==> src/rtl/accel_seq_pkg.sv <==
`default_nettype none
// ============================================================================
// Module  : accel_seq_pkg
// Brief   : Shared types for the accelerator sequencer: engine op codes and
//           sequencer state encoding, plus the enable-priority decoder.
// Rev     : 1.0
// ============================================================================
package accel_seq_pkg;

  typedef enum logic [1:0] {
    OP_IDLE = 2'b00,
    OP_ENCR = 2'b01,
    OP_DECR = 2'b10,
    OP_FFT  = 2'b11
  } accel_op_t;

  typedef enum logic [2:0] {
    S_IDLE = 3'd0,
    S_RD   = 3'd1,
    S_RDW  = 3'd2,
    S_SEND = 3'd3,
    S_RECV = 3'd4,
    S_WR   = 3'd5,
    S_FIN  = 3'd6
  } seq_state_t;

  // Highest priority assignment wins: encr > decr > fft.
  function automatic accel_op_t op_select(input logic encr, input logic decr, input logic fft);
    accel_op_t op;
    op = OP_IDLE;
    if (fft)  op = OP_FFT;
    if (decr) op = OP_DECR;
    if (encr) op = OP_ENCR;
    return op;
  endfunction

endpackage
`default_nettype wire

==> src/rtl/accel_seq_watchdog.sv <==
`default_nettype none
// ============================================================================
// Module  : accel_watchdog
// Brief   : Engine handshake watchdog; exists only when ACCEL_TIMEOUT_EN is
//           defined. Counts waiting cycles, expires on the TIMEOUT_CYCLES-th.
// Rev     : 1.0
// ============================================================================
`ifdef ACCEL_TIMEOUT_EN
module accel_watchdog #(
  parameter int unsigned TIMEOUT_CYCLES = 256
) (
  input  logic clk,
  input  logic rst_n,
  input  logic en_i,
  input  logic clr_i,
  output logic expired_o
);

  localparam int unsigned CW = $clog2(TIMEOUT_CYCLES + 1);

  logic [CW-1:0] cnt_q, cnt_d;

  always_comb begin
    cnt_d = cnt_q;
    if (!en_i || clr_i) cnt_d = '0;
    else                cnt_d = cnt_q + CW'(1);
  end

  always_ff @(posedge clk or negedge rst_n) begin
    if (!rst_n) cnt_q <= '0;
    else        cnt_q <= cnt_d;
  end

  // A handshake in the final cycle still counts as progress.
  assign expired_o = en_i && !clr_i && (cnt_q == CW'(TIMEOUT_CYCLES - 1));

endmodule
`endif
`default_nettype wire

==> src/rtl/accel_seq.sv <==
`default_nettype none
// ============================================================================
// Module  : accel_seq
// Brief   : Sequences encrypt/decrypt/FFT block ops: memory read -> engine ->
//           memory write per word, stalling the core until done.
//           Optional watchdog abort: ACCEL_TIMEOUT_EN.
// Rev     : 1.0
// ============================================================================
module accel_seq
  import accel_seq_pkg::*;
#(
  parameter int unsigned DW             = 32,
  parameter int unsigned AW             = 10,
  parameter int unsigned LW             = 8,
  parameter int unsigned TIMEOUT_CYCLES = 256
) (
  input  logic          clk,
  input  logic          rst_n,
  input  logic          encr_en,
  input  logic          decr_en,
  input  logic          fft_en,
  input  logic [AW-1:0] src_addr,
  input  logic [AW-1:0] dst_addr,
  input  logic [LW-1:0] blk_len,
  output logic          stall,
  output logic          done,
  output logic          err,
  output logic [AW-1:0] mem_addr,
  output logic          mem_re,
  output logic          mem_we,
  output logic [DW-1:0] mem_wdata,
  input  logic [DW-1:0] mem_rdata,
  output logic [1:0]    eng_op,
  output logic          eng_in_valid,
  input  logic          eng_in_ready,
  output logic [DW-1:0] eng_in_data,
  input  logic          eng_out_valid,
  output logic          eng_out_ready,
  input  logic [DW-1:0] eng_out_data
);

  seq_state_t    state_q, state_d;
  accel_op_t     op_q, op_d;
  logic [AW-1:0] src_q, src_d, dst_q, dst_d;
  logic [LW-1:0] len_q, len_d, idx_q, idx_d;
  logic [DW-1:0] data_q, data_d;
  logic          any_en;
  logic          last_word;
  logic          wd_expired;

  assign any_en    = encr_en || decr_en || fft_en;
  assign last_word = (idx_q == (len_q - LW'(1)));

  always_ff @(posedge clk or negedge rst_n) begin
    if (!rst_n) begin
      state_q <= S_IDLE;
      op_q    <= OP_IDLE;
      src_q   <= '0;
      dst_q   <= '0;
      len_q   <= '0;
      idx_q   <= '0;
      data_q  <= '0;
    end else begin
      state_q <= state_d;
      op_q    <= op_d;
      src_q   <= src_d;
      dst_q   <= dst_d;
      len_q   <= len_d;
      idx_q   <= idx_d;
      data_q  <= data_d;
    end
  end

  // data_q holds the source word through SEND and the engine result through WR.
  always_comb begin
    state_d = state_q;
    op_d    = op_q;
    src_d   = src_q;
    dst_d   = dst_q;
    len_d   = len_q;
    idx_d   = idx_q;
    data_d  = data_q;
    case (state_q)
      S_IDLE: begin
        if (any_en) begin
          op_d    = op_select(encr_en, decr_en, fft_en);
          src_d   = src_addr;
          dst_d   = dst_addr;
          len_d   = blk_len;
          idx_d   = '0;
          state_d = (blk_len == '0) ? S_FIN : S_RD;
        end
      end
      S_RD:  state_d = S_RDW;
      S_RDW: begin
        data_d  = mem_rdata;
        state_d = S_SEND;
      end
      S_SEND: begin
        if (eng_in_ready)    state_d = S_RECV;
        else if (wd_expired) state_d = S_FIN;
      end
      S_RECV: begin
        if (eng_out_valid) begin
          data_d  = eng_out_data;
          state_d = S_WR;
        end else if (wd_expired) begin
          state_d = S_FIN;
        end
      end
      S_WR: begin
        idx_d   = idx_q + LW'(1);
        state_d = last_word ? S_FIN : S_RD;
      end
      S_FIN: begin
        op_d    = OP_IDLE;
        state_d = S_IDLE;
      end
      default: state_d = S_IDLE;
    endcase
  end

  // stall rises combinationally on the decode cycle; gated by rst_n so reset clears it at once.
  always_comb begin
    stall         = (state_q != S_IDLE) || (rst_n && any_en);
    done          = 1'b0;
    mem_re        = 1'b0;
    mem_we        = 1'b0;
    mem_addr      = '0;
    mem_wdata     = '0;
    eng_in_valid  = 1'b0;
    eng_in_data   = '0;
    eng_out_ready = 1'b0;
    case (state_q)
      S_RD: begin
        mem_re   = 1'b1;
        mem_addr = src_q + AW'(idx_q);
      end
      S_SEND: begin
        eng_in_valid = 1'b1;
        eng_in_data  = data_q;
      end
      S_RECV: eng_out_ready = 1'b1;
      S_WR: begin
        mem_we    = 1'b1;
        mem_addr  = dst_q + AW'(idx_q);
        mem_wdata = data_q;
      end
      S_FIN:   done = 1'b1;
      default: ;
    endcase
  end

  assign eng_op = op_q;

`ifdef ACCEL_TIMEOUT_EN
  logic wd_active;
  logic wd_kick;
  logic abort_q;

  assign wd_active = (state_q == S_SEND) || (state_q == S_RECV);
  assign wd_kick   = ((state_q == S_SEND) && eng_in_ready) ||
                     ((state_q == S_RECV) && eng_out_valid);

  accel_watchdog #(
    .TIMEOUT_CYCLES(TIMEOUT_CYCLES)
  ) u_watchdog (
    .clk      (clk),
    .rst_n    (rst_n),
    .en_i     (wd_active),
    .clr_i    (wd_kick),
    .expired_o(wd_expired)
  );

  always_ff @(posedge clk or negedge rst_n) begin
    if (!rst_n)                abort_q <= 1'b0;
    else if (wd_expired)       abort_q <= 1'b1;
    else if (state_q == S_FIN) abort_q <= 1'b0;
  end

  assign err = (state_q == S_FIN) && abort_q;
`else
  assign wd_expired = 1'b0;
  assign err        = 1'b0;
`endif

endmodule
`default_nettype wire
==> config.mk <==
export PLATFORM = sky130hd
export DESIGN_NAME = accel_seq
export DESIGN_NICKNAME = d
export VERILOG_FILES = /design/src/rtl/accel_seq_pkg.sv /design/src/rtl/accel_seq_watchdog.sv /design/src/rtl/accel_seq.sv
export SDC_FILE = /design/constraint.sdc
export NUM_CORES = 1
export LEC_CHECK = 0
export ABC_AREA = 1
export CORE_MARGIN = 4
export CORE_UTILIZATION = 48
export DETAILED_ROUTE_END_ITERATION = 10
export PLACE_DENSITY = 0.89
export SETUP_SLACK_MARGIN = 0.2
export SYNTH_ARGS = -nofsm -noshare
export SYNTH_HDL_FRONTEND = slang
export SYNTH_HIERARCHICAL = 1
export SYNTH_SLANG_ARGS = --single-unit
export TNS_END_PERCENT = 100
==> constraint.sdc <==
create_clock -name clk -period 7.3 [get_ports clk]
set_input_delay 1.46 -clock clk [delete_from_list [all_inputs] [get_ports clk]]
set_output_delay 1.46 -clock clk [all_outputs]
set_load 0.02 [all_outputs]
==> impl_metrics.ini <==
[status]
status = finished clean

[global_routing]
grt_first_pass_wirelength_mm = 23.1
grt_max_degree = 75
grt_usage = 0.254
grt_overflow = 0
grt_pass1_vias = 4885
antenna_found_initial = 0

[route]
routedWlPerCell_um = 14.3
vias = 4985
drt-initial-drc-count = 357
drc_errors = 0
vias_per_cell = 5.07
ant_nets = 0
first_pass_iters = 5
routed_wl_mm = 14.1

[finish]
n_fill_cell = 726
fin_util = 0.714
final_cells = 983
syn_to_final_growth_pct = 44.9
drive_above_1_share = 0.0375
nNetsFinal = 959
seqCellArea_sq_um = 1830
mostFrequentLayoutCells = nand2_1 (244), clkdlybuf4s50_1 (179), nor2_1 (130)
n_antenna_cell = 0
multi_input_area_sq_um = 2280
layout_commonest_cell = nand2_1

[sta]
min_period_ns = 5.63
setup_viol = 0
max_freq_mhz = 178
tns_ns = 0
finalMaxSlewViolations = 0
skew_ns = 0.0123
period_share = 0.771
worst_pin_slew_ns = 0.965
grt_setup_unrepaired = false
hold_viol = 0
maxSlewHeadroom = 0.354

[synthesis]
ys_seq_area_frac = 0.401
syn_area_per_cell_sq_um = 6.64
yosys_warnings = 6
synth_edf_count = 0
syn-num-nets = 795
yosysUniqueCellTypes = 37
synth-seq-cells = 73
synth_area_sq_um = 4550
async_flop_share = 1.00
syn_inst = 685
synth_ff_type = dfrtp_1

[clock_tree]
cts_buffer_depth = 2
cts_tree = built
numCtsBuffers = 9
clock_latency_ns = 0.35
ctsResizeCount = 0
post_cts_buffers = 0
ctsHoldBuffers = 0
clock-root-buffer = clkbuf_8
htree_levels = 3
path_clk_slew_ns = 0.08
cts_sinks = 73

[power_and_ir_drop]
swShare = 0.466
comb_power_share = 0.572
sequentialPowerShare = 0.292
irDropWorstVdd_uv = 205
power.internal_mw = 1.32
p_total_mw = 2.47
power_switching_mw = 1.15
p_leak_nw = 3.26
power_density_nw_per_um2 = 375
clock_power_share = 0.136

[critical_path]
critPathCaptureType = output port
start_kind = register
crit_arrival_ns = 4.17
cp.required_ns = 5.84
reg2reg_depth = 7
critPathMaxFanout = 48
setup.worst_path.class = register to output port

[hold_path]
holdPathStages = 2
worstHoldPathType = register to register

[placed_design]
gp_congestion = 1.02
dp.cells = 967
portBuffers = 180
dp_hpwl_mm = 10.7

[floorplan]
dieArea_sq_um = 11100
initial_core_util = 0.492
io_pins = 182
core_region_area_sq_um = 9240
die_w_um = 105
die_y_um = 105
rows = 35

[job]
maxCapViolCount = 0
==> synthesized netlist by cell type (2+ instances only) <==
master      n  area (sq um)
mux2i_1     2          20.0
nand2_1   245           920
clkbuf_1   10          37.5
inv_2       6          22.5
nor2_1    130           488
dfrtp_1    73          1830
ha_1       10           125
xor2_1      6          52.6
a31oi_1    33           206
buf_2      13          65.1
xnor2_1     2          17.5
a21oi_1    14          70.1
buf_4       5          37.5
nand3_1    14          70.1
o211ai_1    2          15.0
o21ai_0    20           100
a211oi_1    2          15.0
nand4_1     3          18.8
nor3_1      3          15.0
inv_1      75           282
==> power groups by stage <==
stage / sequential, mW / combinational [mW] / clock (mW)
floorplan: 0.691 / 0.938 / 0
global placement: 0.716 / 1.37 / 0
detailed placement: 0.726 / 1.41 / 0
CTS: 0.720 / 1.42 / 0.343
global route: 0.744 / 1.58 / 0.361
finish: 0.722 / 1.42 / 0.336
==> logic make-up after synthesis <==
kind of cell             share of synthesized area
other                                     0.000824
adder cells (fa/ha/maj)                     0.0319
AO/OA/AOI/OAI                               0.0979
AND/OR/NAND/NOR                              0.351
XOR/XNOR                                    0.0154
multiplexers                               0.00440
flip-flops                                   0.401
buffers and inverters                       0.0976
==> worst paths after layout <==
kind,start,end,slack (ns)
setup / recovery,state_q[0],mem_addr[6],1.67
hold / removal,src_q[8],src_q[8],0.48
setup reg to reg,state_q[1],data_q[26],4.53
hold reg to reg,src_q[8],src_q[8],0.48
max in group asynchronous,rst_n,src_q[1],5.44
min in group asynchronous,rst_n,data_q[9],1.24
==> metal layers <==
metal,share of wire,routed length [um],track usage,vias up
li1,-,-,-,2453
met1,0.41,5790,0.310,2323
met2,0.50,7030,0.432,179
met3,0.066,931,0.0649,30
met4,0.025,351,0.0918,0
met5,0,0,0,-
==> worst max-delay path: stages (launching register included) <==
cell,delay [ns]
dfrtp_1,0.42
inv_2,0.12
nor2_4,0.07
nand2_2,0.71
inv_2,0.32
nand2_1,0.13
nand2_1,0.06
ha_1,0.21
fa_1,0.40
nand3_1,0.09
nand2_1,0.12
nand2_1,0.08
nand2_1,0.05
a21oi_1,0.15
o21ai_0,0.10
a21oi_1,0.15
clkdlybuf4s50_1,0.63
==> layout make-up <==
| cell class | instances | area share |
|---|---|---|
| clock buffer | 11 | 0.0230 |
| sequential | 73 | 0.277 |
| timing repair buffer | 181 | 0.274 |
| multi-input combinational | 503 | 0.346 |
| clock inverter | 5 | 0.00949 |
| inverter | 81 | 0.0461 |
| tap | 129 | 0.0245 |
==> state kept, by name, summed over array words and instances, names as in the netlist <==
signal / flops
eng_op: 2
dst_q: 10
src_q: 10
len_q: 8
state_q: 3
idx_q: 8
data_q: 32
==> per-stage QoR <==
stage               cell area (sq um)  setup WS [ns]  hold WS (ns)
detailed placement               6380           2.07         0.460
CTS                              6600           1.68         0.479
floorplan                        4550           3.29         0.442
global route                     6600           1.36         0.507
global placement                 6380           2.21         0.456
finish                           6600           1.67         0.476
No activity file was read; power rests on OpenSTA's default activity.
==> RTL edit (config.mk and constraints unchanged) <==
Set the parameter `LW` to 9 (it was 8).
--- a/src/rtl/accel_seq.sv
+++ b/src/rtl/accel_seq.sv
@@ -12,5 +12,5 @@
   parameter int unsigned DW             = 32,
   parameter int unsigned AW             = 10,
-  parameter int unsigned LW             = 8,
+  parameter int unsigned LW             = 9,
   parameter int unsigned TIMEOUT_CYCLES = 256
 ) (
Ports: changed (resized blk_len); port bits go from 182 to 183. The function was not compared with the original's and may differ.
==> RTL edit against the unedited design <==
Cell count up 1.9%; routed wire length rose by 3.7%; area after synthesis is 3.4% higher; die area rose by 3.1%; utilization rose by 0.92 points; final area grew 2.7%; sequential power up 2%; total power up 0.12%; critical endpoint unchanged; largest power group unchanged; worst hold slack improved by 0.00054 ns; synthesized cell count up 2.6%; sequential cell count is 2 higher; setup slack got worse by 0.080 ns; clock power up 11%; non-clock buffer count up 1.
==> RTL edit: results (changes against the unedited design) <==
- Maximum VDD drop: 0.0001737 V (was 0.0002048 V)
- Drt pass-1 iters: 7 (was 5)
- Seq. pwr: 0.000738 W (was 0.000722 W)
- GRT Util Overall: 0.2598 (was 0.2539)
- Met3 routed WL: 972 um (was 931 um)
- CP arrival: 4.25 ns (was 4.17 ns)
- Switch share: 0.4582 (was 0.4665)
- Initial antenna violation count: 0 (unchanged)
- Post-synthesis xor/xnor area fraction: 0.01303 (was 0.01540)
- DR iter-0 viols: 339 (was 357)
- Leakage dissipation: 3.357 nW (was 3.263 nW)
- First-pass GRT wire length: 24,030 um (was 23,110 um)
- Hold Path Cell Cnt: 2 (unchanged)
- # port buffers: 181 (was 180)
- Layout Nets: 980 (was 959)
- Clock group: 0.000372 W (was 0.000336 W)
- Final hold slack: 0.4768 ns (was 0.4762 ns)
- Worst Hold Class: flip-flop to flip-flop (unchanged)
- Vias in the first global route: 5,202 (was 4,885)
- Outcome: completed (unchanged)
- Async set-reset flop share out of synthesis: 1.000 (unchanged)
- Post-DR wirelength/cell: 14.60 um (was 14.35 um)
- Skew final: 0.01534 ns (was 0.01228 ns)
- Reg2Reg Setup Slack: 4.25 ns (was 4.53 ns)
- Vias: 5,070 (was 4,985)
- Synth Area in Compound Gates: 0.09415 (was 0.09788)
- Area after DPL: 6541 um^2 (was 6381 um^2)
- Share of cells above drive strength 1: 0.04467 (was 0.03747)
- Met3 global-route usage: 0.05780 (was 0.06491)
- Pre-CTS WS: 2.004 ns (was 2.071 ns)
- Hold Crit Endpoint: eng_op[0] (was src_q[8])
- Total chip power: 0.002477 W (was 0.002474 W)
- Post-detail-place hpwl: 11,320 um (was 10,680 um)
- Clk_lat worst skew: 0.35 ns (about the same)
- Hold path start: eng_op[0] (was src_q[8])
- Synth Area in Adders: 0.03351 (was 0.03189)
- Critical path fanouts, max: 44 (was 48)
- Routability Congestion: 0.8834 (was 1.024)
- Sequential fraction of the synthesis area: 0.3989 (was 0.4014)
- Met2 Use GR: 0.4649 (was 0.4321)
- Post-Route M1 WL: 5817 um (was 5792 um)
- Inst Count DP: 986 (was 967)
- Worst slew margin: 0.2861 (was 0.3543)
- Largest net degree at the start of global routing: 65 (was 75)
- Top post-synthesis cells by area: dfrtp_1 40%, nand2_1 19%, nor2_1 10%, inv_1 6.1%, a31oi_1 4.3% (was dfrtp_1 40%, nand2_1 20%, nor2_1 11%, inv_1 6.2%, a31oi_1 4.5%)
- # fillers: 794 (was 726)
- Slowest stage delay, CP: 0.62 ns (was 0.71 ns)
- Synthesized instance count: 703 (was 685)
- Crit path max-delay family: buffers and inverters (was simple AND/OR/NAND/NOR gates)
- Routed WL: 14,630 um (was 14,100 um)
- GRT met1 Usage: 0.3030 (was 0.3100)
- Mux share of post-synthesis cell area: 0.006383 (was 0.004399)
- Number of library cell types mapped by synthesis: 33 (was 37)
## RTL edit: changes by cell type in the layout (fill, tap and decap cells not counted), sizes merged, moves of 3 or more
cell / before / now
nand3: 14 / 24
nand2: 247 / 243
nand4: 3 / 6
nor2: 132 / 135
nor3: 4 / 7
xor2: 6 / 3
## RTL edit: area by class of cell
class | count | area share
Sequential cell | 75 | 0.2770
Multi-Input combinational cell | 517 | 0.3505
Timing Repair Buffer | 182 | 0.2681
Clock buffer | 11 | 0.02235
Inverter | 83 | 0.04598
Clock inverter | 5 | 0.01219
Tap cell | 129 | 0.02382
## RTL edit: worst max path at each step
stage	startpoint	end	slack, ns	cells after the start
floorplan	state_q[0]	mem_addr[6]	3.19	16
global placement	state_q[1]	mem_addr[6]	2.12	15
detailed placement	state_q[1]	mem_addr[6]	2.00	15
CTS	state_q[1]	mem_addr[6]	1.62	15
global route	state_q[1]	mem_addr[6]	1.26	15
finish	state_q[0]	mem_addr[6]	1.59	16
